### config.mk
export PLATFORM = sky130hd
export DESIGN_NAME = mem_port_arbiter
export DESIGN_NICKNAME = d
export VERILOG_FILES = /design/src/rtl/mem_port_arbiter.sv
export SDC_FILE = /design/constraint.sdc
export NUM_CORES = 1
export LEC_CHECK = 0
export CORE_AREA = 4 4 123 125
export DETAILED_ROUTE_END_ITERATION = 8
export DIE_AREA = 0 0 127 129
export PLACE_DENSITY = 0.69
export SLEW_MARGIN = 15
export SYNTH_ARGS = -nofsm -noshare
export SYNTH_HDL_FRONTEND = slang
export SYNTH_SLANG_ARGS = --single-unit
### constraint.sdc
create_clock -name clk -period 2.9 [get_ports clk]
set_clock_uncertainty 0.05 [all_clocks]
set_input_delay 0.87 -clock clk [delete_from_list [all_inputs] [get_ports clk]]
set_output_delay 0.87 -clock clk [all_outputs]
set_load 0.02 [all_outputs]
### src/rtl/mem_port_arbiter.sv
// Arbitrates one memory port between I-cache fills and D-cache write-back/fill sequences.
// Optional macro ARB_RR_EN: round-robin between simultaneous requests instead of fixed D priority.
module mem_port_arbiter #(
    parameter int ADDR_W = 14,
    parameter int DATA_W = 64
) (
    input  logic              clk,
    input  logic              rst_n,
    input  logic              i_req,
    input  logic [ADDR_W-1:0] i_addr,
    input  logic              d_req,
    input  logic              d_wb,
    input  logic [ADDR_W-1:0] d_addr,
    input  logic [ADDR_W-1:0] d_wb_addr,
    input  logic [DATA_W-1:0] d_wb_data,
    output logic [ADDR_W-1:0] mem_addr,
    output logic              mem_re,
    output logic              mem_we,
    output logic [DATA_W-1:0] mem_wdata,
    input  logic [DATA_W-1:0] mem_rdata,
    input  logic              memrdy,
    output logic [DATA_W-1:0] fill_data,
    output logic              i_done,
    output logic              d_done,
    output logic              owner,
    output logic [2:0]        dbg_state
);

    typedef enum logic [2:0] {
        IDLE   = 3'd0,
        D_WB   = 3'd1,
        D_FILL = 3'd2,
        I_FILL = 3'd3,
        RESP   = 3'd4
    } state_t;

    // Handshake: i_req/d_req are level requests held until the matching *_done
    // pulse; memrdy is a one-cycle completion pulse honoured only while mem_re or
    // mem_we is high.
    state_t state, state_nxt;
    logic   owner_q, owner_nxt;
    logic   bubble_q, bubble_nxt;
    logic   fill_en;
    logic   grant_d;
    logic [DATA_W-1:0] fill_q;

`ifdef ARB_RR_EN
    // last_d_q = 1 means D was served last, so I goes next on a tie.
    logic last_d_q;

    always_ff @(posedge clk or negedge rst_n) begin
        if (!rst_n)
            last_d_q <= 1'b1;
        else if (state == IDLE && (i_req || d_req))
            last_d_q <= grant_d;
    end

    assign grant_d = d_req && (!i_req || !last_d_q);
`else
    assign grant_d = d_req;
`endif

    always_ff @(posedge clk or negedge rst_n) begin
        if (!rst_n) begin
            state    <= IDLE;
            owner_q  <= 1'b0;
            bubble_q <= 1'b0;
            fill_q   <= '0;
        end else begin
            state    <= state_nxt;
            owner_q  <= owner_nxt;
            bubble_q <= bubble_nxt;
            if (fill_en)
                fill_q <= mem_rdata;
        end
    end

    always_comb begin
        state_nxt  = state;
        owner_nxt  = owner_q;
        bubble_nxt = bubble_q;
        fill_en    = 1'b0;
        mem_re     = 1'b0;
        mem_we     = 1'b0;
        mem_addr   = '0;
        mem_wdata  = '0;
        i_done     = 1'b0;
        d_done     = 1'b0;
        case (state)
            IDLE: begin
                owner_nxt  = 1'b0;
                bubble_nxt = 1'b0;
                if (grant_d) begin
                    owner_nxt = 1'b1;
                    state_nxt = d_wb ? D_WB : D_FILL;
                end else if (i_req) begin
                    state_nxt = I_FILL;
                end
            end
            D_WB: begin
                mem_we    = 1'b1;
                mem_addr  = d_wb_addr;
                mem_wdata = d_wb_data;
                if (memrdy) begin
                    state_nxt  = D_FILL;
                    bubble_nxt = 1'b1;
                end
            end
            D_FILL: begin
                // First D_FILL cycle after a write-back keeps the port idle.
                if (bubble_q) begin
                    bubble_nxt = 1'b0;
                end else begin
                    mem_re   = 1'b1;
                    mem_addr = d_addr;
                    if (memrdy) begin
                        fill_en   = 1'b1;
                        state_nxt = RESP;
                    end
                end
            end
            I_FILL: begin
                mem_re   = 1'b1;
                mem_addr = i_addr;
                if (memrdy) begin
                    fill_en   = 1'b1;
                    state_nxt = RESP;
                end
            end
            RESP: begin
                i_done    = !owner_q;
                d_done    = owner_q;
                owner_nxt = 1'b0;
                state_nxt = IDLE;
            end
            default: state_nxt = IDLE;
        endcase
    end

    assign fill_data = fill_q;
    assign owner     = owner_q;
    assign dbg_state = state;

endmodule

# Word-level counts from Yosys, hierarchy flattened
# Cells that the tools add are included.
# W data, S select, Z words.
# classes
eq_ne	7
muxes	22
n_reduce_logical	7
# op_table
operator	count
$mux W64	1
$pmux W14 S3	1
$mux W3	5
$mux W14	1
$pmux W3 S4	1
$mux W1	8
$pmux W1 S2	4
$eq A3 B2 Y1 const B	2
$ne A2 B2 Y1 const B	2
$reduce_bool A2 Y1	2
$eq A3 B1 Y1 const B	1
$eq A3 B3 Y1 const B	1
$logic_not A3 Y1	1
$ne A3 B3 Y1 const B	1
$reduce_and A3 Y1	1
$mux W2	1
$reduce_and A2 Y1	1
$reduce_or A2 Y1	1
$logic_not A1 Y1	1
# totals
regBits	69
inputBits	176
out_inout_bits	150
wordCells	40

# Longest topological paths before layout
# Gate-level depths: netlist (run 1).
# depth
ltp_word	4
mapped_depth	6
depth_no_buf	3

# Worst setup path after synthesis (run 1)
# No wires, ideal clock.
# synth_timing
path_kind	reg2out
start	reg state[2], in the netlist dbg_state[2]
end	out mem_addr[0]
arrival_time_ns	1.610
t_required_ns	1.980
path_slack_ns	0.370
path_stages_with_launch	6
path_buffers	2
path_cell_list	dfrtp_1 > buf_4 > nor4b_2 > buf_4 > a22o_1 > a21o_1
# synth_via
elab_chain_len	2
# synth_rtl
element	line	text
start: declaration	40	state_t state, state_nxt;
start signal: assignment	70	state <= state_nxt;
$eq A3 B2 Y1 / $eq A3 B1 Y1 (equally long branches)	89	case (state)
$pmux W14 S3 (*)	89	
end: declaration	16	output logic [ADDR_W-1:0] mem_addr,
# Mark *: on every way between the ends. The rest lies on a longest branch, timed or not.

# Worst setup path after layout (run 1)
# layout_timing
start	in d_addr[9]
end	out mem_addr[9]
# layout_via
elab_chain_len	2
# layout_rtl
element	line	text
start: declaration	13	input logic [ADDR_W-1:0] d_addr,
$mux W14	111	if (bubble_q) begin
$pmux W14 S3	89	
# Every way passes these cells.

==> results of run 1 <==
[logic make-up (layout without fill, tap and decap cells)]
group | count (synthesis) | count (layout) | synth area share, %
DFF | 69 | 69 | 48.2
AOI/OAI and AO/OA | 37 | 37 | 8.18
and+or+nand+nor | 79 | 79 | 14.2
muxes | 64 | 64 | 25.3
buffers and inverters | 24 | 364 | 4.12
[sequential cells by signal (all words and copies together) (netlist names)]
signal     count
owner          1
bubble_q       1
dbg_state      3
fill_data     64
[through the flow]
step                      instance area (µm²)  hold slack, ns
final                                    7370           0.457
after global placement                   7130           0.438
after floorplan                          3580           0.454
after global routing                     7370           0.469
after detailed placement                 7130           0.444
after CTS                                7370           0.460
[where the power goes]
group	total [mW]	internal [mW]	leakage [nW]	switching (mW)
Clock	1.07	0.686	0.143	0.382
Sequential	1.78	1.46	0.818	0.319
Combinational	4.74	2.53	2.63	2.20
[final timing paths]
check | from | end | slack, ns | cells after the start
max | d_addr[9] | mem_addr[9] | 0.02 | 4
min | fill_data[57] | fill_data[57] | 0.46 | 1
max reg2reg | dbg_state[0] | fill_data[32] | 1.17 | 4
min reg2reg | fill_data[57] | fill_data[57] | 0.46 | 1
max in group asynchronous | rst_n | dbg_state[2] | 1.49 | 2
min in group asynchronous | rst_n | fill_data[32] | 0.68 | 2
[cell usage after synthesis, types with 2 or more instances]
cell,instances
dfrtp_1,69
and2_1,66
mux2_4,49
mux2_2,15
a21o_1,14
a22o_1,14
clkbuf_1,8
buf_6,6
nor2_1,5
buf_2,4
inv_1,4
o21ai_0,3
a21oi_1,2
buf_4,2
[critical path, stage by stage]
cell	delay (ns)
clkdlybuf4s50_1	0.42
a22o_1	0.23
a21o_1	0.16
clkdlybuf4s15_1	0.28
[what timing repair did]
item / CTS / global route
cloned: 1 / 1
resized for setup: 85 / 30
setup buffers: 1 / 2
pin swaps: 1 / 1
endpoints found under the setup margin: 72 / 41
[final cells by class]
cell class,count,area [µm²]
Clock buffer,12,246
Clock inverter,4,47.5
Fill cell,1253,6510
Inverter,4,15.0
Multi-Input combinational cell,180,1720
Sequential cell,69,1730
Tap cell,180,225
Timing Repair Buffer,344,3390
[routing by layer]
metal / up-vias / track usage (%)
met5: - / 0
met4: 0 / 6.12
met3: 20 / 8.22
met1: 1599 / 20.1
li1: 1603 / -
met2: 190 / 32.3
==> impl_metrics.csv, run 1 <==
group,metric,value,unit
die,boundaryPins,326,
routing,wl_met3,1.70,mm
layout,layout_commonest_cell,"clkdlybuf4s50_1",
yosys,ys_ff_latch,69,
routing,drc,0,
global_routing,grt-ovfl-total,0,
clocking,root_buffer,"clkbuf_16",
sta,fin_setup_tns,0,ns
die,die-area,0.0164,mm²
layout,final_cell_mix,"clkdlybuf4s50_1, dfrtp_1, and2_1, mux2_4, dlygate4sd2_1",
setup_path,path_max_fanout,1,
routing,drtAntennaViolNets,0,
yosys,synth_area_leader_cell,"dfrtp_1",
die,die_x,127,µm
die,initial_core_util,25.8,%
layout,antennaDiodeCount,0,
place,hpwl,12.9,mm
global_routing,grt_pass1_wl,22.8,mm
sta,period_needed,2.88,ns
sta,hold_violations,0,
sta,setup_ws,0.0209,ns
routing,vias,3412,
routing,wl_met1,5.85,mm
yosys,ys_seq_area_share,48.2,%
setup_path,critPathCaptureType,"output port",
setup_path,start_kind,"primary input",
clocking,cts_tree,"built",
yosys,synth-main-ff-cell,"dfrtp_1",
sta,slew_viol_final,0,
yosys,syn_nets,449,
sta,slew_headroom,42.3,%
setup_path,crit_arrival,1.96,ns
die,num_rows,43,
yosys,netlist_top_cells_area,"dfrtp_1, mux2_4, and2_1",
global_routing,grt_max_degree,70,
routing,met2RoutedLength,8.03,mm
yosys,yosysUniqueCellTypes,26,
pwr,p_leak,3.60,nW
yosys,syn_inst,273,
global_routing,antenna_found_initial,0,
routing,routed.top_layer,"met4",
sta,rsz0062_at_grt,"false",
hold_path,min_path_type,"register to register",
layout,final_cells,793,
layout,nets,784,
place,routabilityCongestion,0.899,
yosys,synth_top_area_share,48.2,%
yosys,yosys_warnings,0,
die,fp.dieH,129,µm
layout,drive_gt1_share,20.4,%
routing,drt-pass1-iter-count,4,
sta,setup_viol,0,
place,placedCellCount,772,
routing,routed_wl,15.9,mm
clocking,htree_levels,3,
job,cap_viol_max_count,0,
clocking,clock_sinks,69,
place,dpl_worst_slack,-0.243,ns
clocking,clk_path_buf_depth,2,
pwr,finalPower,7.59,mW
layout,synthToLayoutAreaGrowth,106,%
routing,wl_per_cell,20.1,µm
pwr,power_density,1030,mW/mm²
place,port_buffers,325,
setup_path,crit_type,"primary input to output port",
clocking,cts_inserted_buffers,9,
clocking,clk_latency,0.32,ns
routing,drtIter0Drc,88,
yosys,async_flop_share,100,%
pwr,peakVddDrop,0.000539,V
sta,fin_crit_sh,99.3,%
outcome,status,"finished clean",
clocking,postCtsHoldBufs,0,
die,fp.coreArea,0.0139,mm²
routing,post_drt_via_cell_ratio,4.30,
layout,fin_util,53.1,%
yosys,postSynthAreaPerCell,13.1,µm²
setup_path,required,1.98,ns
yosys,synth_area,0.00358,mm²
sta,max_freq,0.347,GHz
yosys,synth-edff-count,0,
clocking,clk_pin_slew_worst_paths,0.06,ns
global_routing,grt_pass1_vias,3832,
global_routing,grt_use_total,18.5,%
sta,tightest_slew,0.865,ns
No activity file was read; power rests on OpenSTA's default activity.
==> run 2, diff against run 1 <==
--- a/config.mk
+++ b/config.mk
@@ -5,10 +5,12 @@
 export SDC_FILE = /design/constraint.sdc
 export NUM_CORES = 1
 export LEC_CHECK = 0
-export CORE_AREA = 4 4 123 125
+export ABC_AREA = 0
+export CORE_AREA = 4 4 125 127
 export DETAILED_ROUTE_END_ITERATION = 8
-export DIE_AREA = 0 0 127 129
-export PLACE_DENSITY = 0.69
+export DIE_AREA = 0 0 129 131
+export HOLD_SLACK_MARGIN = 0.12
+export PLACE_DENSITY = 0.67
 export SLEW_MARGIN = 15
 export SYNTH_ARGS = -nofsm -noshare
 export SYNTH_HDL_FRONTEND = slang
==> run 2 against run 1 <==
Net effect:
- cell count is 0.13% higher
- non-clock buffer count is 2 lower
- die area is 3.1% higher
- sequential share of layout area rose by 0.30 points
==> impl_metrics.csv, run 2 (synthesized netlist as in run 1, its figures left out) <==
group,metric,value,unit
outcome,status,"finished clean",
routing,vias,3401,
setup_path,crit_buf_inv,2,
setup_path,crit_path_cell_trace,"clkdlybuf4s50_1 -> a22o_1 -> a21o_1 -> dlygate4sd2_1",
sta,setup_viol,0,
clocking,clk_path_buf_depth,2,
job,cap_viol_max_count,0,
die,fp.dieH,131,µm
sta,slew_viol_final,0,
routing,drtAntennaViolNets,0,
hold_path,min_path_type,"register to register",
pwr,p_clk_share,12.8,%
die,fp.coreArea,0.0144,mm²
clocking,clk_pin_slew_worst_paths,0.05,ns
clocking,clock_sinks,69,
sta,slew_headroom,49.4,%
setup_path,crit_type,"primary input to output port",
layout,layout_commonest_cell,"clkdlybuf4s50_1",
layout,multi_input_area,0.00172,mm²
die,num_rows,44,
clocking,root_buffer,"clkbuf_16",
global_routing,grt_pass1_vias,3675,
global_routing,grt_pass1_wl,21.0,mm
routing,routed_wl,14.6,mm
layout,final_cell_mix,"clkdlybuf4s50_1, dfrtp_1, and2_1, dlygate4sd2_1, mux2_4",
global_routing,grt_max_degree,48,
global_routing,grt-ovfl-total,0,
layout,seqCellArea,0.00173,mm²
layout,antennaDiodeCount,0,
sta,whs,0.450,ns
layout,drive_gt1_share,18.7,%
sta,hold_violations,0,
pwr,p_leak,3.59,nW
pwr,peakVddDrop,0.000560,V
layout,nets,782,
place,hpwl,11.7,mm
sta,max_freq,0.349,GHz
sta,tightest_slew,0.758,ns
setup_path,cpLargestDelayFamily,"buffers and inverters",
global_routing,antenna_found_initial,0,
place,port_buffers,325,
die,die_x,129,µm
layout,synthToLayoutAreaGrowth,103,%
place,post_dp_cell_area,0.00706,mm²
setup_path,critPathCaptureType,"output port",
pwr,combinationalPowerShare,63.1,%
clocking,clk_latency,0.31,ns
pwr,p_seq_share,24.0,%
pwr,power_density,1010,mW/mm²
die,boundaryPins,326,
die,die-area,0.0169,mm²
setup_path,start_kind,"primary input",
setup_path,path_max_fanout,1,
die,initial_core_util,24.8,%
setup_path,crit_arrival,1.95,ns
global_routing,grt_use_total,16.2,%
setup_path,worst_path_max_delay_cell,"clkdlybuf4s50_1",
pwr,swShare,38.7,%
sta,fin_crit_sh,98.9,%
pwr,p_sw,2.85,mW
layout,largest_register_ff_count,64,
place,routabilityCongestion,0.873,
routing,drt-pass1-iter-count,4,
pwr,internal-power,4.51,mW
layout,num-fill-cells,1303,
clocking,cts_inserted_buffers,9,
routing,post_drt_via_cell_ratio,4.28,
setup_path,worst-r2r-setup-slack,1.17,ns
setup_path,required,1.98,ns
sta,rsz0062_at_grt,"false",
routing,drtIter0Drc,62,
sta,period_needed,2.87,ns
clocking,htree_levels,3,
setup_path,max_stage_delay,0.40,ns
clocking,cts_tree,"built",
routing,drc,0,
layout,postLayoutCellArea,0.00728,mm²
routing,wl_per_cell,18.4,µm
==> run 2: cell types whose count changed in the layout (fill, tap and decap cells not counted), sizes merged <==
cell / before / now
dlygate4sd2: 49 / 63
clkbuf: 25 / 14
clkdlybuf4s15: 11 / 4
bufinv: 1 / 0
clkdlybuf4s50: 242 / 243
clkinv: 2 / 3
==> run 2: repair_timing <==
| item | 4_1_cts | 5_1_grt |
|---|---|---|
| pin swaps | 1 | 0 |
| setup buffers | 3 | 1 |
| hold buffers | 0 | 0 |
| gates resized for setup | 85 | 12 |
| endpoints found under the setup margin | 73 | 13 |
==> run 2: final timing paths <==
kind / from / endpoint / cells past startpoint
setup / recovery: d_wb_addr[4] / mem_addr[4] / 4
hold / removal: fill_data[35] / fill_data[35] / 1
setup reg to reg: dbg_state[0] / fill_data[31] / 4
hold reg to reg: fill_data[35] / fill_data[35] / 1
max in group asynchronous: rst_n / fill_data[32] / 2
min in group asynchronous: rst_n / fill_data[43] / 1
==> run 2: power by group through the flow <==
stage               Clock [mW]  Sequential [mW]  Combinational (mW)
global placement             0             1.75                4.80
detailed placement           0             1.77                4.84
global route              1.03             1.83                4.91
floorplan                    0             2.33                1.97
CTS                      0.992             1.78                4.74
finish                   0.946             1.77                4.65
==> run 2: worst register-to-register path: cells and delay by family, from the launching register on <==
family | cells | cell delay [ns]
DFF | 1 | 0.42
AOI/OAI and AO/OA | 1 | 0.23
muxes | 1 | 0.41
buffers and inverters | 2 | 0.51
==> run 2: area by class of cell <==
| type | count | area share [%] |
|---|---|---|
| repair buffers | 342 | 45.7 |
| flip-flops and latches | 69 | 23.7 |
| multi-input cells | 180 | 23.7 |
| clock buffers | 11 | 3.20 |
| well taps | 184 | 3.16 |
| clock inverters | 4 | 0.361 |
| inverters | 4 | 0.206 |
==> run 2: routing by layer <==
metal	track usage [%]	up-vias	wire length, µm
met3	7.11	13	1740
met4	4.45	0	167
met1	17.1	1614	5220
met5	0	-	0
li1	-	1593	-
met2	29.3	181	7450
==> run 2: stage by stage <==
step	setup WS (ns)	util [%]	power, mW	cells	setup TNS (ns)
finish	0.0320	50.5	7.37	794	0
floorplan	0.370	-	4.30	273	0
global placement	-0.269	49.0	6.54	775	-6.62
detailed placement	-0.272	49.0	6.60	775	-6.77
CTS	0.00104	50.5	7.50	793	0
global route	0.00548	50.5	7.77	794	0
